===== src/rtl/i2c_reg_rd_seq_if.sv =====
// Command bus between the register-read sequencer and I2C_MSTR_CORE.
// master = sequencer side, slave = core side.
interface i2c_reg_rd_seq_if;
    logic       CORE_REQ_o;
    logic [2:0] CORE_MODEs_o;
    logic [7:0] CORE_TX_DATs_o;
    logic       CORE_DONE_i;
    logic [7:0] CORE_RX_DATs_i;
    logic       CORE_RX_DAT_LT_i;
    logic       CORE_ERR_i;

    modport master (
        output CORE_REQ_o,
        output CORE_MODEs_o,
        output CORE_TX_DATs_o,
        input  CORE_DONE_i,
        input  CORE_RX_DATs_i,
        input  CORE_RX_DAT_LT_i,
        input  CORE_ERR_i
    );

    modport slave (
        input  CORE_REQ_o,
        input  CORE_MODEs_o,
        input  CORE_TX_DATs_o,
        output CORE_DONE_i,
        output CORE_RX_DATs_i,
        output CORE_RX_DAT_LT_i,
        output CORE_ERR_i
    );
endinterface


===== src/rtl/i2c_reg_rd_seq.sv =====
// I2C register-read sequencer: START, SLA+W, sub-address, Sr, SLA+R, N reads
// (last NACKed), STOP. Optional auto-poll timer and NACK abort.
module i2c_reg_rd_seq #(
    parameter int unsigned C_MAX_BYTES = 4,
    parameter int unsigned C_NB_W      = $clog2(C_MAX_BYTES + 1),
    parameter int unsigned C_POLL_CYC  = 0
) (
    input  logic                       CK_i,
    input  logic                       XARST_i,
    input  logic                       REQ_i,
    input  logic [6:0]                 SLV_ADRs_i,
    input  logic [7:0]                 SUB_ADRs_i,
    input  logic [C_NB_W-1:0]          NBYTEs_i,
    output logic                       BUSY_o,
    output logic                       DONE_o,
    output logic                       ERR_o,
    output logic [8*C_MAX_BYTES-1:0]   RX_DATs_o,
    i2c_reg_rd_seq_if.master           core_if
);

    typedef enum logic [3:0] {
        ST_IDLE,
        ST_START,
        ST_WSA,
        ST_WSUB,
        ST_RSTART,
        ST_RSA,
        ST_RD,
        ST_STOP,
        ST_FIN
    } state_t;

    localparam logic [2:0] MODE_WRITE = 3'b000;
    localparam logic [2:0] MODE_RDACK = 3'b001;
    localparam logic [2:0] MODE_START = 3'b010;
    localparam logic [2:0] MODE_RDNAK = 3'b011;
    localparam logic [2:0] MODE_STOP  = 3'b100;

    localparam logic [C_NB_W-1:0] MAX_N = C_NB_W'(C_MAX_BYTES);
    localparam logic [C_NB_W-1:0] ONE_N = C_NB_W'(1);

    localparam int unsigned       POLL_W    = (C_POLL_CYC > 1) ? $clog2(C_POLL_CYC) : 1;
    localparam logic [POLL_W-1:0] POLL_LAST = POLL_W'((C_POLL_CYC > 0) ? C_POLL_CYC - 1 : 0);
    localparam logic [POLL_W-1:0] POLL_ONE  = POLL_W'(1);

    state_t                     state_q;
    logic [6:0]                 slv_q;
    logic [7:0]                 sub_q;
    logic [C_NB_W-1:0]          n_q;
    logic [C_NB_W-1:0]          cnt_q;
    logic [8*C_MAX_BYTES-1:0]   shadow_q;
    logic                       nack_q;
    logic [POLL_W-1:0]          poll_q;

    logic                       busy_q;
    logic                       done_q;
    logic                       err_q;
    logic [8*C_MAX_BYTES-1:0]   rx_q;
    logic                       core_req_q;
    logic [2:0]                 mode_q;
    logic [7:0]                 tx_q;

    logic [C_NB_W-1:0]          nbytes_d;
    logic [C_NB_W-1:0]          cnt_d;
    logic                       poll_tick;
    logic                       accept;
    logic                       core_done;
    logic                       last_rd;
    logic                       next_last_rd;

    // Zero-length requests still perform one read; oversize ones are clamped.
    always_comb begin
        nbytes_d = NBYTEs_i;
        if (NBYTEs_i == '0) begin
            nbytes_d = ONE_N;
        end else if (NBYTEs_i > MAX_N) begin
            nbytes_d = MAX_N;
        end
    end

    assign poll_tick    = (C_POLL_CYC > 0) && (state_q == ST_IDLE) && (poll_q == POLL_LAST);
    assign accept       = (state_q == ST_IDLE) && (REQ_i || poll_tick);
    // A completion arriving in the strobe cycle itself belongs to no command.
    assign core_done    = core_if.CORE_DONE_i && !core_req_q;
    assign cnt_d        = cnt_q + ONE_N;
    assign last_rd      = (cnt_q == n_q - ONE_N);
    assign next_last_rd = (cnt_d == n_q - ONE_N);

    always_ff @(posedge CK_i) begin
        if (!XARST_i) begin
            state_q    <= ST_IDLE;
            slv_q      <= '0;
            sub_q      <= '0;
            n_q        <= '0;
            cnt_q      <= '0;
            shadow_q   <= '0;
            nack_q     <= 1'b0;
            poll_q     <= '0;
            busy_q     <= 1'b0;
            done_q     <= 1'b0;
            err_q      <= 1'b0;
            rx_q       <= '0;
            core_req_q <= 1'b0;
            mode_q     <= '0;
            tx_q       <= '0;
        end else begin
            core_req_q <= 1'b0;
            done_q     <= 1'b0;

            if (accept) begin
                poll_q <= '0;
            end else if ((C_POLL_CYC > 0) && (state_q == ST_IDLE)) begin
                poll_q <= poll_q + POLL_ONE;
            end

            case (state_q)
                ST_IDLE: begin
                    if (accept) begin
                        slv_q      <= SLV_ADRs_i;
                        sub_q      <= SUB_ADRs_i;
                        n_q        <= nbytes_d;
                        cnt_q      <= '0;
                        shadow_q   <= '0;
                        nack_q     <= 1'b0;
                        err_q      <= 1'b0;
                        busy_q     <= 1'b1;
                        state_q    <= ST_START;
                        core_req_q <= 1'b1;
                        mode_q     <= MODE_START;
                    end
                end

                ST_START: begin
                    if (core_done) begin
                        state_q    <= ST_WSA;
                        core_req_q <= 1'b1;
                        mode_q     <= MODE_WRITE;
                        tx_q       <= {slv_q, 1'b0};
                    end
                end

                ST_WSA: begin
                    if (core_done) begin
                        core_req_q <= 1'b1;
                        if (core_if.CORE_ERR_i) begin
                            nack_q  <= 1'b1;
                            state_q <= ST_STOP;
                            mode_q  <= MODE_STOP;
                        end else begin
                            state_q <= ST_WSUB;
                            mode_q  <= MODE_WRITE;
                            tx_q    <= sub_q;
                        end
                    end
                end

                ST_WSUB: begin
                    if (core_done) begin
                        core_req_q <= 1'b1;
                        if (core_if.CORE_ERR_i) begin
                            nack_q  <= 1'b1;
                            state_q <= ST_STOP;
                            mode_q  <= MODE_STOP;
                        end else begin
                            state_q <= ST_RSTART;
                            mode_q  <= MODE_START;
                        end
                    end
                end

                ST_RSTART: begin
                    if (core_done) begin
                        state_q    <= ST_RSA;
                        core_req_q <= 1'b1;
                        mode_q     <= MODE_WRITE;
                        tx_q       <= {slv_q, 1'b1};
                    end
                end

                ST_RSA: begin
                    if (core_done) begin
                        core_req_q <= 1'b1;
                        if (core_if.CORE_ERR_i) begin
                            nack_q  <= 1'b1;
                            state_q <= ST_STOP;
                            mode_q  <= MODE_STOP;
                        end else begin
                            state_q <= ST_RD;
                            mode_q  <= (n_q == ONE_N) ? MODE_RDNAK : MODE_RDACK;
                        end
                    end
                end

                ST_RD: begin
                    if (core_done) begin
                        if (core_if.CORE_RX_DAT_LT_i) begin
                            for (int unsigned k = 0; k < C_MAX_BYTES; k++) begin
                                if (cnt_q == C_NB_W'(k)) begin
                                    shadow_q[8*k +: 8] <= core_if.CORE_RX_DATs_i;
                                end
                            end
                        end
                        cnt_q      <= cnt_d;
                        core_req_q <= 1'b1;
                        if (last_rd) begin
                            state_q <= ST_STOP;
                            mode_q  <= MODE_STOP;
                        end else begin
                            mode_q  <= next_last_rd ? MODE_RDNAK : MODE_RDACK;
                        end
                    end
                end

                ST_STOP: begin
                    if (core_done) begin
                        state_q <= ST_FIN;
                        done_q  <= 1'b1;
                        rx_q    <= shadow_q;
                        err_q   <= nack_q;
                    end
                end

                ST_FIN: begin
                    state_q <= ST_IDLE;
                    busy_q  <= 1'b0;
                end

                default: begin
                    state_q <= ST_IDLE;
                    busy_q  <= 1'b0;
                end
            endcase
        end
    end

    assign BUSY_o                 = busy_q;
    assign DONE_o                 = done_q;
    assign ERR_o                  = err_q;
    assign RX_DATs_o              = rx_q;
    assign core_if.CORE_REQ_o     = core_req_q;
    assign core_if.CORE_MODEs_o   = mode_q;
    assign core_if.CORE_TX_DATs_o = tx_q;

endmodule

===== src/flat_wrapper.sv =====
// flat-port wrapper written by rule: the top's interface ports become plain ports
module i2c_reg_rd_seq_flat 
#(
    parameter int unsigned C_MAX_BYTES = 4,
    parameter int unsigned C_NB_W      = $clog2(C_MAX_BYTES + 1),
    parameter int unsigned C_POLL_CYC  = 0
)
  (CK_i, XARST_i, REQ_i, SLV_ADRs_i, SUB_ADRs_i, NBYTEs_i, BUSY_o, DONE_o, ERR_o, RX_DATs_o, core_if_CORE_REQ_o, core_if_CORE_MODEs_o, core_if_CORE_TX_DATs_o, core_if_CORE_DONE_i, core_if_CORE_RX_DATs_i, core_if_CORE_RX_DAT_LT_i, core_if_CORE_ERR_i);
  i2c_reg_rd_seq_if core_if_i ();
  input  logic CK_i;
  input  logic XARST_i;
  input  logic REQ_i;
  input  logic [6:0] SLV_ADRs_i;
  input  logic [7:0] SUB_ADRs_i;
  input  logic [C_NB_W-1:0] NBYTEs_i;
  output logic BUSY_o;
  output logic DONE_o;
  output logic ERR_o;
  output logic [8*C_MAX_BYTES-1:0] RX_DATs_o;
  output wire logic [$bits(core_if_i.CORE_REQ_o)-1:0] core_if_CORE_REQ_o;
  output wire logic [$bits(core_if_i.CORE_MODEs_o)-1:0] core_if_CORE_MODEs_o;
  output wire logic [$bits(core_if_i.CORE_TX_DATs_o)-1:0] core_if_CORE_TX_DATs_o;
  input wire logic [$bits(core_if_i.CORE_DONE_i)-1:0] core_if_CORE_DONE_i;
  input wire logic [$bits(core_if_i.CORE_RX_DATs_i)-1:0] core_if_CORE_RX_DATs_i;
  input wire logic [$bits(core_if_i.CORE_RX_DAT_LT_i)-1:0] core_if_CORE_RX_DAT_LT_i;
  input wire logic [$bits(core_if_i.CORE_ERR_i)-1:0] core_if_CORE_ERR_i;
  assign core_if_CORE_REQ_o = core_if_i.CORE_REQ_o;
  assign core_if_CORE_MODEs_o = core_if_i.CORE_MODEs_o;
  assign core_if_CORE_TX_DATs_o = core_if_i.CORE_TX_DATs_o;
  assign core_if_i.CORE_DONE_i = core_if_CORE_DONE_i;
  assign core_if_i.CORE_RX_DATs_i = core_if_CORE_RX_DATs_i;
  assign core_if_i.CORE_RX_DAT_LT_i = core_if_CORE_RX_DAT_LT_i;
  assign core_if_i.CORE_ERR_i = core_if_CORE_ERR_i;
  i2c_reg_rd_seq #(.C_MAX_BYTES(C_MAX_BYTES), .C_NB_W(C_NB_W), .C_POLL_CYC(C_POLL_CYC)) u_core (.CK_i(CK_i), .XARST_i(XARST_i), .REQ_i(REQ_i), .SLV_ADRs_i(SLV_ADRs_i), .SUB_ADRs_i(SUB_ADRs_i), .NBYTEs_i(NBYTEs_i), .BUSY_o(BUSY_o), .DONE_o(DONE_o), .ERR_o(ERR_o), .RX_DATs_o(RX_DATs_o), .core_if(core_if_i));
endmodule

===== config.mk =====
export PLATFORM = sky130hd
export DESIGN_NAME = i2c_reg_rd_seq_flat
export DESIGN_NICKNAME = d
export VERILOG_FILES = /design/src/rtl/i2c_reg_rd_seq_if.sv /design/src/rtl/i2c_reg_rd_seq.sv /design/src/flat_wrapper.sv
export SDC_FILE = /design/constraint.sdc
export NUM_CORES = 1
export LEC_CHECK = 0
export CORE_MARGIN = 1.5
export CORE_UTILIZATION = 52
export CTS_CLUSTER_DIAMETER = 100
export DETAILED_ROUTE_END_ITERATION = 10
export PLACE_DENSITY_LB_ADDON = 0.08
export SYNTH_ARGS = -nofsm -noshare
export SYNTH_HDL_FRONTEND = slang
export SYNTH_SLANG_ARGS = --single-unit

===== constraint.sdc =====
create_clock -name CK_i -period 1.92 [get_ports CK_i]
set_input_delay 0.192 -clock CK_i [delete_from_list [all_inputs] [get_ports CK_i]]
set_output_delay 0.192 -clock CK_i [all_outputs]
set_load 0.02 [all_outputs]

== Yosys cells after proc, flatten, opt, wreduce, memory -nomap -nowiden ==
Index checks and enable logic that the tools add are counted.

* Flip-flop bits (word level): 105
* Input bits: 32
* Output and inout port bits: 47
* Word-level logic and storage cells: 136

* Add/sub/neg operators: 2
* $lt $le $gt $ge: 1
* Equal/unequal tests: 31
* Multiplexer cells: 55
* Bitwise operators: 1
* Reductions and logical operators: 29

{| class="wikitable"
|+ Operators by type and width
! operator !! count
|-
| 32-bit two-way mux || 3
|-
| 8-bit two-way mux || 8
|-
| 32-bit one-hot mux with 2 select lines || 1
|-
| 3-bit two-way mux || 15
|-
| 4-bit two-way mux || 9
|-
| 2-bit by 1-bit inequality test with 1-bit output (second input constant) || 16
|-
| 4-bit one-hot mux with 8 select lines || 1
|-
| 5-bit AND reduction || 5
|-
| 8-bit one-hot mux with 3 select lines || 1
|-
| 3-bit one-hot mux with 6 select lines || 1
|-
| 4-bit by 3-bit equality test with 1-bit output (second input constant) || 4
|-
| 9-bit AND reduction || 1
|-
| 4-bit by 2-bit equality test with 1-bit output (second input constant) || 2
|-
| 1-bit two-way mux || 8
|-
| 1-bit one-hot mux with 2 select lines || 4
|-
| 2-bit AND reduction || 4
|-
| 7-bit AND reduction || 1
|-
| 7-bit OR reduction || 1
|-
| 3-bit by 1-bit equality test with 1-bit output (second input constant) || 2
|-
| 3-bit by 2-bit equality test with 1-bit output (second input constant) || 2
|-
| 3-bit equality test || 2
|-
| 3-bit zero test || 2
|-
| 2-bit two-way mux || 3
|-
| 3-bit one-hot mux with 2 select lines || 1
|-
| 17 further kinds || 22
|}

== Logic depth before layout (Yosys ltp) ==
* Word-level depth: 6
* Mapped depth: 7
* Gate-level depth less buffers: 6

== Least setup slack after synthesis ==
Ideal clock, no wire load.

* Kind: register to register
* Start: reg u_core.n_q[0]
* End: reg u_core.state_q[0]
* Library setup time: 0.072 ns
* Data arrival time: 1.513 ns
* Data required time: 1.848 ns
* Slack: 0.335 ns
* Stages on the path, launching flop included: 7
* Buffers on the path: 0
* Clock period less this slack: 1.585 ns
* Cell sequence: dfxtp_1 -> inv_1 -> ha_1 -> xor2_1 -> nand3_1 -> a41oi_1 -> mux2i_1

* Longest elaborated chain between the ends: 4

{| class="wikitable"
|+ Ends and longest elaborated chain
! what !! RTL line !! source
|-
| start, declared || i2c_reg_rd_seq.sv:49 || <nowiki>logic [C_NB_W-1:0] n_q;</nowiki>
|-
| start signal, assigned || i2c_reg_rd_seq.sv:121 || <nowiki>n_q <= nbytes_d;</nowiki>
|-
| 3-bit by 1-bit subtractor with 3-bit output || i2c_reg_rd_seq.sv:86 || <nowiki>assign last_rd = (cnt_q == n_q - ONE_N);</nowiki>
|-
| 3-bit equality test || i2c_reg_rd_seq.sv:86 ||
|-
| 2-bit by 1-bit inequality test with 1-bit output (no source line) || - ||
|-
| 9-bit AND reduction (no source line) || - ||
|-
| end signal, assigned || i2c_reg_rd_seq.sv:91 || <nowiki>state_q <= ST_IDLE;</nowiki>
|-
| end signal, assigned || i2c_reg_rd_seq.sv:127 || <nowiki>state_q <= ST_START;</nowiki>
|-
| end signal, assigned || i2c_reg_rd_seq.sv:135 || <nowiki>state_q <= ST_WSA;</nowiki>
|-
| end, declared || i2c_reg_rd_seq.sv:46 || <nowiki>state_t state_q;</nowiki>
|}

Every way passes these cells.
A chain may end at the register's enable or synchronous reset.

== Worst setup path after layout ==
* Start: reg u_core.state_q[2]
* End: reg u_core.tx_q[5] (netlist: u_core.core_if.CORE_TX_DATs_o[5])

* Longest elaborated chain between the ends: 3
* Elaborated cells on any way between the ends: 10
* Those cells by class: 7 x eq/ne; 1 x mux; 2 x reduce/logical

{| class="wikitable"
|+ Ends and longest elaborated chain
! what !! RTL line !! source
|-
| 4-bit by 2-bit equality test with 1-bit output, or another cell as far along || i2c_reg_rd_seq.sv:116 || <nowiki>case (state_q)</nowiki>
|-
| 2-bit inequality test (no source line), or another cell as far along || - ||
|-
| 5-bit AND reduction (no source line) || - ||
|-
| end signal, assigned || i2c_reg_rd_seq.sv:138 || <nowiki>tx_q <= {slv_q, 1'b0};</nowiki>
|-
| end signal, assigned || i2c_reg_rd_seq.sv:152 || <nowiki>tx_q <= sub_q;</nowiki>
|-
| end signal, assigned || i2c_reg_rd_seq.sv:176 || <nowiki>tx_q <= {slv_q, 1'b1};</nowiki>
|-
| end, declared || i2c_reg_rd_seq.sv:61 || <nowiki>logic [7:0] tx_q;</nowiki>
|}

Parallel ways exist; a longest one is shown, timed or not.

==> impl_metrics.sql <==
INSERT INTO impl_metrics (metric_group, metric, value, unit) VALUES
('outcome', 'outcome', 'finished clean', ''),
('yosys', 'asr_flop_ratio_synth', '0', ''),
('worst_setup_path', 'reg2reg_to', 'u_core.core_if.CORE_TX_DATs_o[5]$_SDFFE_PN0P_', ''),
('worst_hold_path', 'timing.hold.worst_path_depth', '3', ''),
('worst_setup_path', 'regToRegSetupSlack', '0.17', 'ns'),
('power_and_ir_drop', 'power.density_cell_area', '789.4', 'nW/um^2'),
('timing', 'tns', '0', 'ns'),
('cells_and_area', 'final_net_count', '614', ''),
('clocking', 'cts_htree_levels', '3', ''),
('worst_setup_path', 'critical_path.startpoint_type', 'flip-flop', ''),
('cells_and_area', 'instances_no_fill', '685', ''),
('cells_and_area', 'area_overhead_of_the_layout_relative_to_synthesis', '25.60', '%'),
('clocking', 'cts-buffers-inserted', '9', ''),
('grt', 'grtUsageTotal', '0.2322', ''),
('place', 'routabilityCongestion', '0.8519', ''),
('timing', 'timing.final.max_slew_violations', '0', ''),
('yosys', 'synth_top_cells_by_area', 'dfxtp_1 (48%), nand2_1 (9.9%), a21oi_1 (8.0%)', ''),
('floorplanning', 'dieHeight', '94.57', 'um'),
('timing', 'worst_margin_slew', '0.5055', 'ns'),
('timing', 'hold_ws', '0.3549', 'ns'),
('floorplanning', 'floorplan.die_area', '8943', 'um^2'),
('worst_setup_path', 'arrival', '1.99', 'ns'),
('cells_and_area', 'antenna_cells', '0', ''),
('floorplanning', 'start_util', '0.5334', ''),
('yosys', 'synth_simple_gate_area_share', '0.2166', ''),
('route', 'route.vias.total', '3681', ''),
('grt', 'grt_antenna_before_repair', '0', ''),
('yosys', 'number_of_flip_flops_and_latches_in_the_synthesized_netlist', '105', ''),
('flow_run', 'max_cap_violations', '0', ''),
('timing', 'layout_worst_path_cycle_share', '0.9094', ''),
('worst_setup_path', 'crit_type', 'flip-flop to flip-flop', ''),
('timing', 'fin_crit', '1.746', 'ns'),
('floorplanning', 'ioPinCount', '79', ''),
('yosys', 'combinational_family_with_the_most_area_after_synthesis', 'simple AND/OR/NAND/NOR gates', ''),
('yosys', 'post_synth.cell_area_avg', '8.686', 'um^2'),
('worst_setup_path', 'worstReg2RegStart', 'u_core.state_q[2]$_SDFFE_PN0P_', ''),
('yosys', 'post_synth_fa_ha_maj_area_fraction', '0.02009', ''),
('power_and_ir_drop', 'vdd.ir_drop.worst', '416.7', 'uV'),
('grt', 'global_route.overflow_total', '0', ''),
('yosys', 'mappedNetlistArea', '4360', 'um^2'),
('timing', 'finalSetupViolations', '0', ''),
('worst_hold_path', 'holdPathEnd', 'u_core.sub_q[0]$_SDFFE_PN0P_', ''),
('worst_setup_path', 'cp_max_fo', '10', ''),
('route', 'drt_first_pass_iters', '5', ''),
('floorplanning', 'placement_rows', '33', ''),
('yosys', 'post_synthesis_compound_gate_area_fraction', '0.1699', ''),
('worst_setup_path', 'r2r_cells', '5', ''),
('grt', 'wire_length_of_the_first_global_routing_pass', '16260', 'um'),
('worst_setup_path', 'cp_data_required_time', '2.16', 'ns'),
('clocking', 'tritoncts_num_sinks', '105', ''),
('timing', 'setup_skew_after_layout', '0.02492', 'ns'),
('place', 'detail_placement_hpwl', '6887', 'um'),
('place', 'dp.cells', '669', ''),
('yosys', 'cell_type_with_the_highest_aggregate_area_in_the_netlist', 'dfxtp_1', ''),
('clocking', 'clkTransAtPathRegs', '0.11', 'ns'),
('clocking', 'ctsLongestPathBuffers', '2', ''),
('route', 'detail_route.iter0.violations', '119', ''),
('route', 'drc', '0', ''),
('grt', 'pin_count_of_the_biggest_net_entering_global_routing', '33', ''),
('place', 'io_buffers', '78', ''),
('yosys', 'ys.flop_type', 'dfxtp_1', ''),
('worst_setup_path', 'worst_setup_path_end_kind', 'flip-flop', ''),
('clocking', 'worst_skew_pair_latency', '0.38', 'ns'),
('worst_hold_path', 'min_path_type', 'input pin to flip-flop', ''),
('cells_and_area', 'drive_above_1_share', '0.09655', ''),
('route', 'postRouteAntennaNets', '0', ''),
('timing', 'grt_setup_unrepaired', 'false', ''),
('clocking', 'tritoncts', 'done', ''),
('route', 'detail_route.wl_per_cell', '14.22', 'um'),
('timing', 'timing_hold_violations_final', '0', ''),
('timing', 'max_transition_margin', '0.6619', '');
==> worst max-delay path, cell delays in order, from the launching register on <==
cell and delay (ns):
dfxtp_1 0.38, buf_4 0.18, nand2b_4 0.17, o32ai_4 0.41, and2_1 0.35, a211oi_1 0.12
==> final cells by class <==
type,instances,area [um^2]
Fill cell,730,2699
Sequential cell,105,2103
Multi-Input combinational cell,350,2032
Timing Repair Buffer,99,975.9
Tap cell,105,131.4
Clock buffer,9,123.9
Clock inverter,7,72.57
Inverter,10,37.54
==> cells in the final DEF, fill, tap and decap left out, types with 4 or more instances in the layout <==
cell type	netlist	layout
nand2_1	115	115
dfxtp_1	105	104
clkdlybuf4s50_1	0	78
a21oi_1	70	70
nand3_1	38	38
o21ai_0	28	28
buf_4	3	18
mux2i_1	17	17
a211oi_1	11	11
inv_1	10	9
nor2_1	9	9
clkbuf_8	0	9
ha_1	7	7
nor3_1	5	5
nand2b_1	4	4
==> routing by layer <==
layer  share of wire  track usage
met5               0            0
met4           0.011      0.07090
met3           0.051      0.04428
met2            0.47       0.3735
met1            0.47       0.3161
==> worst max-delay path by stage <==
stage	startpoint	end	slack [ns]
floorplan	u_core.n_q[0]$_SDFFE_PN0P_	u_core.state_q[0]$_SDFFE_PN0P_	0.34
global placement	core_if_CORE_DONE_i	u_core.core_if.CORE_TX_DATs_o[2]$_SDFFE_PN0P_	0.09
detailed placement	core_if_CORE_RX_DAT_LT_i	u_core.shadow_q[9]$_SDFFE_PN0P_	0.04
CTS	u_core.n_q[0]$_SDFFE_PN0P_	u_core.state_q[0]$_SDFFE_PN0P_	0.03
global route	u_core.cnt_q[0]$_SDFFE_PN0P_	u_core.core_if.CORE_MODEs_o[1]$_SDFFE_PN0P_	0.01
finish	u_core.state_q[2]$_SDFFE_PN0P_	u_core.core_if.CORE_TX_DATs_o[5]$_SDFFE_PN0P_	0.17
==> cells by family after synthesis <==
| logic type | Yosys count |
|---|---|
| mux | 17 |
| compound gates | 124 |
| xor+xnor | 6 |
| fa+ha+maj | 7 |
| simple gates | 196 |
| flops | 105 |
| buf+inv | 47 |
==> flip-flops by register name, summed over array words and instances (netlist names) <==
name and flops:
u_core.state_q 4, u_core.nack_q 1, u_core.core_if.CORE_REQ_o 1, u_core.shadow_q 32
u_core.DONE_o 1, u_core.RX_DATs_o 32, u_core.n_q 3, u_core.slv_q 7
u_core.ERR_o 1, u_core.core_if.CORE_MODEs_o 3, u_core.core_if.CORE_TX_DATs_o 8, u_core.sub_q 8
u_core.cnt_q 3, u_core.BUSY_o 1
==> cells in the mapped netlist (3+ instances only) <==
cell	n
nand2_1	115
dfxtp_1	105
a21oi_1	70
nand3_1	38
o21ai_0	28
clkbuf_1	17
mux2i_1	17
buf_2	13
a211oi_1	11
inv_1	10
nor2_1	9
ha_1	7
nor3_1	5
buf_6	4
nand2b_1	4
buf_4	3
nand4_2	3
or2_2	3
==> where the power goes <==
group / internal (W) / total, W / switching (W)
sequential: 0.00225 / 0.00230 / 0.0000462
clock: 0.000508 / 0.00134 / 0.000830
combinational: 0.000318 / 0.000690 / 0.000372
total: 0.00308 / 0.00432 / 0.00125
==> stage by stage <==
stage	worst slack, ns	power [W]	utilization	area, um^2
CTS	0.03404	0.004348	0.6688	5468
global placement	0.08673	0.003025	0.6448	5271
global route	0.01262	0.004497	0.6699	5477
floorplan	0.3352	0.002789	-	4360
detailed placement	0.03516	0.003032	0.6448	5271
finish	0.1740	0.004323	0.6699	5477
==> timing repair <==
action                                  CTS  global route
buffers inserted                          0             0
endpoints found under the setup margin    0            25
hold buffers                              0             0
resized for setup                         0             2
hold endpoints to repair                  0             0
Power figures use the tool's default switching activity.
